**config.mk**
```make
export PLATFORM = sky130hd
export DESIGN_NAME = pool1_maxpool2x2
export DESIGN_NICKNAME = d
export VERILOG_FILES = /design/src/rtl/cnn_pkg.sv /design/src/rtl/cnn_sync_fifo.sv /design/src/rtl/pool1_maxpool2x2.sv
export SDC_FILE = /design/constraint.sdc
export NUM_CORES = 2
export LEC_CHECK = 0
export ABC_AREA = 1
export BUFFER_PORTS_ARGS = -buffer_cell sky130_fd_sc_hd__buf_4
export CORE_MARGIN = 3
export CORE_UTILIZATION = 35
export CTS_BUF_LIST = sky130_fd_sc_hd__clkbuf_8
export CTS_CLUSTER_SIZE = 24
export DETAILED_ROUTE_END_ITERATION = 10
export SKIP_LAST_GASP = 1
export SLEW_MARGIN = 20
export SYNTH_ARGS = -nofsm -noshare
export SYNTH_HDL_FRONTEND = slang
export SYNTH_SLANG_ARGS = --single-unit
```
**constraint.sdc**
```tcl
create_clock -name clk -period 10.1 [get_ports clk]
set_input_delay 0.505 -clock clk [delete_from_list [all_inputs] [get_ports clk]]
set_output_delay 0.505 -clock clk [all_outputs]
set_load 0.05 [all_outputs]
```
**src/rtl/cnn_pkg.sv**
```systemverilog
// Shared CNN pipeline definitions: conv1 feature-map geometry, pixel vector type
// and the per-lane signed max used by the pooling stages.
package cnn_pkg;

   localparam int CNN_DW   = 16;
   localparam int C1_CH    = 6;
   localparam int C1_OUT_W = 24;
   localparam int C1_OUT_H = 24;

   typedef logic [C1_CH*CNN_DW-1:0] c1_pix_t;

   // Ties return a, so callers pass the earlier sample first.
   function automatic c1_pix_t lane_max_s(input c1_pix_t a, input c1_pix_t b);
      c1_pix_t r;
      for (int k = 0; k < C1_CH; k++) begin
         r[k*CNN_DW +: CNN_DW] =
            ($signed(b[k*CNN_DW +: CNN_DW]) > $signed(a[k*CNN_DW +: CNN_DW])) ?
            b[k*CNN_DW +: CNN_DW] : a[k*CNN_DW +: CNN_DW];
      end
      return r;
   endfunction

endpackage

```
**src/rtl/cnn_sync_fifo.sv**
```systemverilog
// Single-clock first-word-fall-through FIFO used at CNN stage boundaries.
// pop_data shows the head entry whenever the FIFO is not empty, zero otherwise.
module cnn_sync_fifo #(
   parameter int DATA_W = 96,
   parameter int DEPTH  = 16
) (
   input  logic                       clk,
   input  logic                       rst_n,
   input  logic                       push,
   input  logic [DATA_W-1:0]          push_data,
   input  logic                       pop,
   output logic [DATA_W-1:0]          pop_data,
   output logic                       full,
   output logic                       empty,
   output logic [$clog2(DEPTH):0]     count
);

   localparam int AW = $clog2(DEPTH);

   logic [DATA_W-1:0] mem [DEPTH];
   logic [AW-1:0]     wr_ptr;
   logic [AW-1:0]     rd_ptr;
   logic [AW:0]       count_q;
   logic              do_push;
   logic              do_pop;

   assign do_push = push & ~full;
   assign do_pop  = pop & ~empty;

   always_ff @(posedge clk) begin
      if (do_push) begin
         mem[wr_ptr] <= push_data;
      end
   end

   // Pointers wrap naturally because DEPTH is a power of two.
   always_ff @(posedge clk or negedge rst_n) begin
      if (!rst_n) begin
         wr_ptr  <= '0;
         rd_ptr  <= '0;
         count_q <= '0;
      end else begin
         if (do_push) begin
            wr_ptr <= wr_ptr + AW'(1);
         end
         if (do_pop) begin
            rd_ptr <= rd_ptr + AW'(1);
         end
         case ({do_push, do_pop})
            2'b10:   count_q <= count_q + (AW+1)'(1);
            2'b01:   count_q <= count_q - (AW+1)'(1);
            default: count_q <= count_q;
         endcase
      end
   end

   assign empty    = (count_q == '0);
   assign full     = (count_q == (AW+1)'(DEPTH));
   assign count    = count_q;
   assign pop_data = empty ? '0 : mem[rd_ptr];

endmodule

```
**src/rtl/pool1_maxpool2x2.sv**
```systemverilog
// 2x2 stride-2 max pool between conv1 and conv2: raster-order input, pooled
// pixels buffered in a FWFT FIFO with valid/ready backpressure toward conv1.
module pool1_maxpool2x2
   import cnn_pkg::*;
#(
   parameter int CH         = C1_CH,
   parameter int DW         = CNN_DW,
   parameter int IN_W       = C1_OUT_W,
   parameter int IN_H       = C1_OUT_H,
   parameter int FIFO_DEPTH = 16
) (
   input  logic            clk,
   input  logic            rst_n,
   input  logic [CH*DW-1:0] din,
   input  logic            din_valid,
   output logic            din_ready,
   output logic [CH*DW-1:0] dout,
   output logic            dout_valid,
   input  logic            dout_ready,
   output logic            frame_done
);

   localparam int CW   = $clog2(IN_W);
   localparam int RW   = $clog2(IN_H);
   localparam int CNTW = $clog2(FIFO_DEPTH) + 1;
   localparam logic [CNTW:0] READY_MAX = (CNTW+1)'(FIFO_DEPTH - 2);

   logic [CW-1:0]    col_q;
   logic [RW-1:0]    row_q;
   logic [CH*DW-1:0] h_q;
   logic [CH*DW-1:0] pool_q;
   logic [CH*DW-1:0] hmax;
   logic [CH*DW-1:0] lb_rd;
   logic [CH*DW-1:0] pool_max;
   logic [CH*DW-1:0] linebuf_q [IN_W/2];
   logic [CW-2:0]    lb_idx;
   logic             pool_v;
   logic             frame_done_q;
   logic             accept;
   logic             col_odd;
   logic             row_odd;
   logic             last_col;
   logic             last_row;
   logic             win_done;

   logic [CNTW-1:0]  fifo_count;
   logic [CNTW:0]    occ_sum;
   logic             fifo_full;
   logic             fifo_empty;
   logic             fifo_push;
   logic             fifo_pop;

   assign accept   = din_valid & din_ready;
   assign col_odd  = col_q[0];
   assign row_odd  = row_q[0];
   assign last_col = (col_q == CW'(IN_W - 1));
   assign last_row = (row_q == RW'(IN_H - 1));
   assign lb_idx   = col_q[CW-1:1];
   assign win_done = accept & row_odd & col_odd;

   assign hmax     = lane_max_s(h_q, din);
   assign lb_rd    = linebuf_q[lb_idx];
   assign pool_max = lane_max_s(lb_rd, hmax);

   always_ff @(posedge clk or negedge rst_n) begin
      if (!rst_n) begin
         col_q <= '0;
         row_q <= '0;
      end else if (accept) begin
         if (last_col) begin
            col_q <= '0;
            row_q <= last_row ? '0 : row_q + RW'(1);
         end else begin
            col_q <= col_q + CW'(1);
         end
      end
   end

   always_ff @(posedge clk or negedge rst_n) begin
      if (!rst_n) begin
         h_q <= '0;
      end else if (accept && !col_odd) begin
         h_q <= din;
      end
   end

   // Top-row horizontal maxima wait here until the matching bottom row arrives.
   always_ff @(posedge clk) begin
      if (accept && !row_odd && col_odd) begin
         linebuf_q[lb_idx] <= hmax;
      end
   end

   always_ff @(posedge clk or negedge rst_n) begin
      if (!rst_n) begin
         pool_q       <= '0;
         pool_v       <= 1'b0;
         frame_done_q <= 1'b0;
      end else begin
         pool_v       <= win_done;
         frame_done_q <= accept & last_row & last_col;
         if (win_done) begin
            pool_q <= pool_max;
         end
      end
   end

   // Counting the in-flight pool register keeps one slot of slack, so a push never meets a full FIFO.
   assign occ_sum   = {1'b0, fifo_count} + {{CNTW{1'b0}}, pool_v};
   assign din_ready = (occ_sum <= READY_MAX);

   assign fifo_push  = pool_v & ~fifo_full;
   assign fifo_pop   = dout_valid & dout_ready;
   assign dout_valid = ~fifo_empty;
   assign frame_done = frame_done_q;

   cnn_sync_fifo #(
      .DATA_W (CH*DW),
      .DEPTH  (FIFO_DEPTH)
   ) u_fifo (
      .clk       (clk),
      .rst_n     (rst_n),
      .push      (fifo_push),
      .push_data (pool_q),
      .pop       (fifo_pop),
      .pop_data  (dout),
      .full      (fifo_full),
      .empty     (fifo_empty),
      .count     (fifo_count)
   );

endmodule

```
# Yosys cells after proc, flatten, opt, wreduce, memory -nomap -nowiden
# Memories as Yosys holds them, arrays and structs flattened.
# Cells that the tools add are included.
[totals] ff_bits=217 mem_bits_rw=2688 in_bits=100 out_inout_bits=99 wordCells=75 memories=2
[memory_table] memory="u_fifo.mem" words=16 word_bits=96 read_ports=1 rd_ports_with_merged_regs=0 wr=1 line="cnn_sync_fifo.sv:20" rtl="logic [DATA_W-1:0] mem [DEPTH];"
[memory_table] memory="linebuf_q" words=12 word_bits=96 read_ports=1 rd_ports_with_merged_regs=0 wr=1 line="pool1_maxpool2x2.sv:35" rtl="logic [CH*DW-1:0] linebuf_q [IN_W/2];"
[op_classes] add_sub_neg=7 magnitude_cmp=13 n_eq_ne=5 mux=20 bitwise=11 reduce_logical=8
[op_table] operator="$gt A16 B16 Y1" n=12
[op_table] operator="$mux W16" n=12
[op_table] operator="$mux W96" n=1
[op_table] operator="$add A5 B1 Y5 const B" n=3
[op_table] operator="$eq A5 B5 Y1 const B" n=3
[op_table] operator="$mux W5" n=2
[op_table] operator="$pmux W5 S2" n=1
[op_table] operator="$and A1 B1 Y1" n=9
[op_table] operator="$add A4 B1 Y4 const B" n=2
[op_table] operator="$add A5 B1 Y6" n=1
[op_table] operator="$le A6 B4 Y1 const B" n=1
[op_table] operator="$logic_not A5 Y1" n=1
[op_table] operator="$sub A5 B1 Y5 const B" n=1
[op_table] operator="$mux W1" n=4
[op_table] operator="$logic_and A1 B1 Y1" n=3
[op_table] operator="$eq A2 B1 Y1 const B" n=1
[op_table] operator="$eq A2 B2 Y1 const B" n=1
[op_table] operator="$logic_not A1 Y1" n=2
[op_table] operator="$not A1 Y1" n=2
[op_table] operator="$reduce_and A2 Y1" n=1
[op_table] operator="$reduce_bool A2 Y1" n=1

# Depth between registers and ports, before layout
[depth] word_depth=7 depth_mapped=34 mapped_depth_nobuf=32

# Cells and area by module
# From an unflattened synthesis, not the netlist that was laid out.
[unflattened] hier_cells=10755 area_unflattened_um2=123400.9
[by_module_without_submodules] module="cnn_sync_fifo" instances=1 cells_per_inst=6113 area_each_um2=65487.8 seq_area_each_um2=46449.5
[by_module_without_submodules] module="pool1_maxpool2x2" instances=1 cells_per_inst=4642 area_each_um2=57913.0 seq_area_each_um2=39698.1

# Least setup slack after synthesis
# Ideal clock, no wire load.
[synth_path] path_kind="reg-to-reg" startpoint="reg u_fifo.count_q[0] (netlist: u_fifo.count[0])" endpoint="mem linebuf_q[10][0] in the netlist's numbering, enable pin" arrival_time_ns=8.364 required_ns=9.431 slack_ns=1.067 path_stages_with_launch=14 path_buffers=1 synth_period_minus_slack_ns=9.033 path_cell_list="dfrtp_1 -> ha_1 -> ha_1 -> nand2_1 -> nor2_2 -> nand3_1 -> o21ai_1 -> nand2_1 -> inv_2 -> nand2_2 -> nor2_4 -> nand2_1 -> clkbuf_1 -> nor3_1"
[synth_between] elab_chain_len=7
[synth_rtl] element="start: declaration" line="cnn_sync_fifo.sv:23" rtl="logic [AW:0] count_q;"
[synth_rtl] element="start signal: assignment" line="cnn_sync_fifo.sv:50" rtl="2'b10: count_q <= count_q + (AW+1)'(1);"
[synth_rtl] element="start signal: assignment" line="cnn_sync_fifo.sv:51" rtl="2'b01: count_q <= count_q - (AW+1)'(1);"
[synth_rtl] element="start signal: assignment" line="cnn_sync_fifo.sv:52" rtl="default: count_q <= count_q;"
[synth_rtl] element="$add A5 B1 Y6" line="pool1_maxpool2x2.sv:109" rtl="assign occ_sum = {1'b0, fifo_count} + {{CNTW{1'b0}}, pool_v};"
[synth_rtl] element="$le A6 B4 Y1" line="pool1_maxpool2x2.sv:110" rtl="assign din_ready = (occ_sum <= READY_MAX);"
[synth_rtl] element="net din_ready" line="pool1_maxpool2x2.sv:16" rtl="output logic din_ready,"
[synth_rtl] element="$and A1 B1 Y1" line="pool1_maxpool2x2.sv:53" rtl="assign accept = din_valid & din_ready;"
[synth_rtl] element="$logic_and A1 B1 Y1 (2 in series)" line="pool1_maxpool2x2.sv:89" rtl="if (accept && !row_odd && col_odd) begin"
[synth_rtl] element="$mux W1" line="pool1_maxpool2x2.sv:89"
[synth_rtl] element="$mux W1 (implied by the code)" line="pool1_maxpool2x2.sv:90" rtl="linebuf_q[lb_idx] <= hmax;"
[synth_rtl] element="end: declaration" line="pool1_maxpool2x2.sv:35"
# The timed path passes the listed nets, and every way through them passes these cells.

# Worst setup path after layout
[layout_path] startpoint="reg u_fifo.rd_ptr[0]" endpoint="out dout[42]"
[layout_between] elab_chain_len=2
[layout_rtl] element="start: declaration" line="cnn_sync_fifo.sv:22" rtl="logic [AW-1:0] rd_ptr;"
[layout_rtl] element="start signal: assignment" line="cnn_sync_fifo.sv:47" rtl="rd_ptr <= rd_ptr + AW'(1);"
[layout_rtl] element="$mem_v2 Z16 W96"
[layout_rtl] element="$mux W96" line="cnn_sync_fifo.sv:60" rtl="assign pop_data = empty ? '0 : mem[rd_ptr];"
[layout_rtl] element="end: declaration" line="pool1_maxpool2x2.sv:17" rtl="output logic [CH*DW-1:0] dout,"
# No other way between the ends.

==> impl_results.md <==
* Part of the Yosys area used for sequential elements at 73.2%
* TritonCTS clock tree: done
* Setup Total Neg Slack at 0 ns
* Cell with the most instances after synthesis: sky130_fd_sc_hd__edfxtp_1
* Number of antenna-violating nets in the routed design at 0
* Buf/Inv on CP at 4
* Synth top area share at 68.6%
* Detail-routed net length per standard cell at 24.8 µm
* Clk slew on worst S/H paths at 0.06 ns
* Share of the core filled with cells at 39.9%
* Top cells by area, synth: sky130_fd_sc_hd__edfxtp_1 (69%), sky130_fd_sc_hd__dfrtp_1 (4.6%), sky130_fd_sc_hd__nor2_1 (3.5%)
* Share of the clock period used by the worst path after layout at 64.7%
* GR peak layer: met2
* PnR worst setup slack at 3.56 ns
* Final layout net count at 9461
* Setup repair after global routing missed its margin: no
* Standard-cell rows at 212
* Transition time at the pin with the least slew margin at 1.11 ns
* Die X-Extent at 586 µm
* Distinct cell type count after synthesis at 41
* Drc violations at 0
* Critical Path Slowest Stage Cell: sky130_fd_sc_hd__dfrtp_4
* Startpoint Class: flip-flop
* Crit path time final at 6.54 ns
* Category of the worst setup path capture point: output pin
* Antenna violations before repair at 39
* Core area at 334000 µm²
* Worst relative slew slack at 26.0%
* Global routing usage on met3 at 3.23%
* Starting density of the core at 35.2%
* Area of the mapped netlist at 118000 µm²
* Htree depth at 5
* IO Count at 199
* # Max-Cap Violations at 0
* Worst-path fanout max at 114
* CTS root buffer: sky130_fd_sc_hd__clkbuf_8
* Total power draw at 44800 µW
* Worst slack at placement at 4.17 ns
* Class of the most critical hold timing path: input pin to flip-flop
* Number of buffers added by the clock tree synthesis step at 461
* Overflow left after global routing at 0
* Register-to-register setup slack at 4.18 ns
* Post-synth top area cell: sky130_fd_sc_hd__edfxtp_1
* Layout overhead on the synthesized area at 13.4%
* Final wirelength at 346000 µm
* Overall die area at 343000 µm²
* Critical path, cell by cell: buf_4 > buf_4 > buf_6 > o21ai_0 > o221ai_1 > nand3_1 > a21oi_1 > buf_4
* Critical path's largest stage delay at 1.05 ns
* Wire length of the first global-routing pass at 504000 µm
* Placer Congestion at 0.855
* Clock network latency to the later pin of the worst-skew pair at 1.12 ns
* Total nets after synthesis at 9158
* Prevailing post-synth register cell: sky130_fd_sc_hd__edfxtp_1
* Final Slew Violations at 0
* Post-Synthesis Cells at 8852
* Number of detailed-route iterations in the first pass at 6
* Final HPWL from detailed placement at 182000 µm
* Maximum buffer depth of the clock tree at 4
* Vias post-DR at 77400
* Cell family contributing the most delay on the critical path: buffers and inverters
* Pwr Density at 336 nW/µm²
* Critical Path RT at 9.60 ns
* Count of final setup violators at 0
* Largest net degree at the start of global routing at 258
* Top achievable clock speed at 153 MHz
* Flip-flop and latch count after synthesis at 2905
* Max Clock Skew at 0.129 ns
* Most used standard cells in the synthesized netlist: sky130_fd_sc_hd__edfxtp_1 (2688), sky130_fd_sc_hd__nor2_1 (1093), sky130_fd_sc_hd__nand2_1 (1006)
* Tot GR Track Use at 19.5%
* Type of the worst setup path: flip-flop to output pin
* Detail-routed via count per cell at 5.54
* M1 GR Usage at 27.2%
* Static Leak at 0.0462 µW
* Die H at 586 µm
* Most used cell, CP: sky130_fd_sc_hd__buf_4
* Count of clock tree sinks at 2905
* Worst Setup EP: dout[42]
* R2R Path Start: h_q[5]$_DFFE_PN0P_
* Peak ir drop on the vdd network at 303 µV
* Outcome: finished, final reports clean
* Depth of the worst register-to-register path at 22
* Syn avg cell area at 13.3 µm²
* EDFF count, synth at 2688
* Stages on worst setup path at 8
* Met2 global-route usage at 31.4%
* Smallest hold slack at 0.130 ns
* Input/output buffers at 198
* Synth async-reset ratio at 7.47%
* Count of endpoints failing hold in the final timing report at 0
* Data arrival at the endpoint of the critical path at 6.03 ns
* Vias in the first global route at 76200
* Endpoint of the lowest-slack register-to-register path: pool_q[11]$_DFFE_PN0P_
* First element of the critical path: u_fifo.rd_ptr[0]$_DFFE_PN0P_
* Starting DRT DRC Count at 8526
* Total of warnings raised by yosys at 0
* Fraction of final layout cells with drive strength greater than 1 at 10.8%
metal layers:
layer	share of wire, %	routed length (µm)
met2	46	161000
met3	8.6	29900
met5	0.016	57
met4	2.6	9050
met1	42	147000
cell families (layout without fill, tap and decap cells):
group                    Yosys count  after routing  share of synthesized area (%)
flip-flops                      2905           2905                           73.2
adder cells (fa/ha/maj)          206            206                           2.20
XOR/XNOR                           9              9                         0.0670
other                              0             18                              0
AO/OA/AOI/OAI                   2376           2376                           12.5
buffers and inverters            789           1490                           2.88
AND/OR/NAND/NOR                 2567           2567                           9.19
cell usage in the layout (no fill, tap or decap), drive strengths merged, types with 6 or more instances in the layout:
cell type and n:
edfxtp 2688, nor2 1100, nand2 1012, o21ai 801
a21oi 561, clkbuf 501, inv 425, a22oi 415
buf 307, o221ai 263, nand3 239, dfrtp 217
ha 205, clkinv 144, o22ai 121, o211ai 121
nor3 113, dlygate4sd3 99, nand4 95, a22o 77
diode 18, bufinv 10, xor2 8, a21o 6
o21a 6
through the flow:
| step | cells | cell area (µm²) |
|---|---|---|
| floorplan | 8852 | 118000 |
| global placement | 13000 | 123000 |
| detailed placement | 13000 | 123000 |
| CTS | 13900 | 133000 |
| global route | 14000 | 133000 |
| finish | 14000 | 134000 |
report_power, final:
group          leakage (µW)  internal (µW)  switching [µW]
sequential           0.0268          16000            1750
clock               0.00522           4860            4710
combinational        0.0142           4640           12900
total                0.0462          25500           19300
state kept, by name (all words and copies together), names as in the netlist, 5 cells and up:
| signal | cells |
|---|---|
| u_fifo.count | 5 |
| pool_q | 96 |
| col_q | 5 |
| u_fifo.mem | 1536 |
| h_q | 96 |
| linebuf_q | 1152 |
| row_q | 5 |
worst min path at each step:
stage	start	end	slack (ns)	depth (start not counted)
floorplan	rst_n	col_q[0]$_DFFE_PN0P_	0.21	0
finish	din_valid	col_q[0]$_DFFE_PN0P_	0.13	4
global route	din_valid	col_q[1]$_DFFE_PN0P_	0.09	4
global placement	row_q[4]$_DFFE_PN0P_	row_q[4]$_DFFE_PN0P_	0.48	2
detailed placement	rst_n	h_q[90]$_DFFE_PN0P_	0.50	1
CTS	din_valid	col_q[1]$_DFFE_PN0P_	0.02	4
tightest hold or removal path: cells and delay by family:
family          cells  cell delay (ns)
simple gates        2             0.34
buf+inv             1             0.11
compound gates      1             0.12
timing repair:
item / 4_1_cts / 5_1_grt
resized for setup: 0 / 0
setup buffers: 0 / 0
endpoints found under the hold margin: 242 / 0
hold buffers: 100 / 0
setup endpoints to repair: 0 / 0
final cells by class:
type	count	area, µm²
Antenna cell	18	45.0
Sequential cell	2905	86200
Timing Repair Buffer	406	3670
Clock buffer	501	6900
Fill cell	31000	201000
Inverter	223	880
Tap cell	4387	5490
Clock inverter	360	1980
Multi-Input combinational cell	5158	28400
No activity file was read; power rests on OpenSTA's default activity.
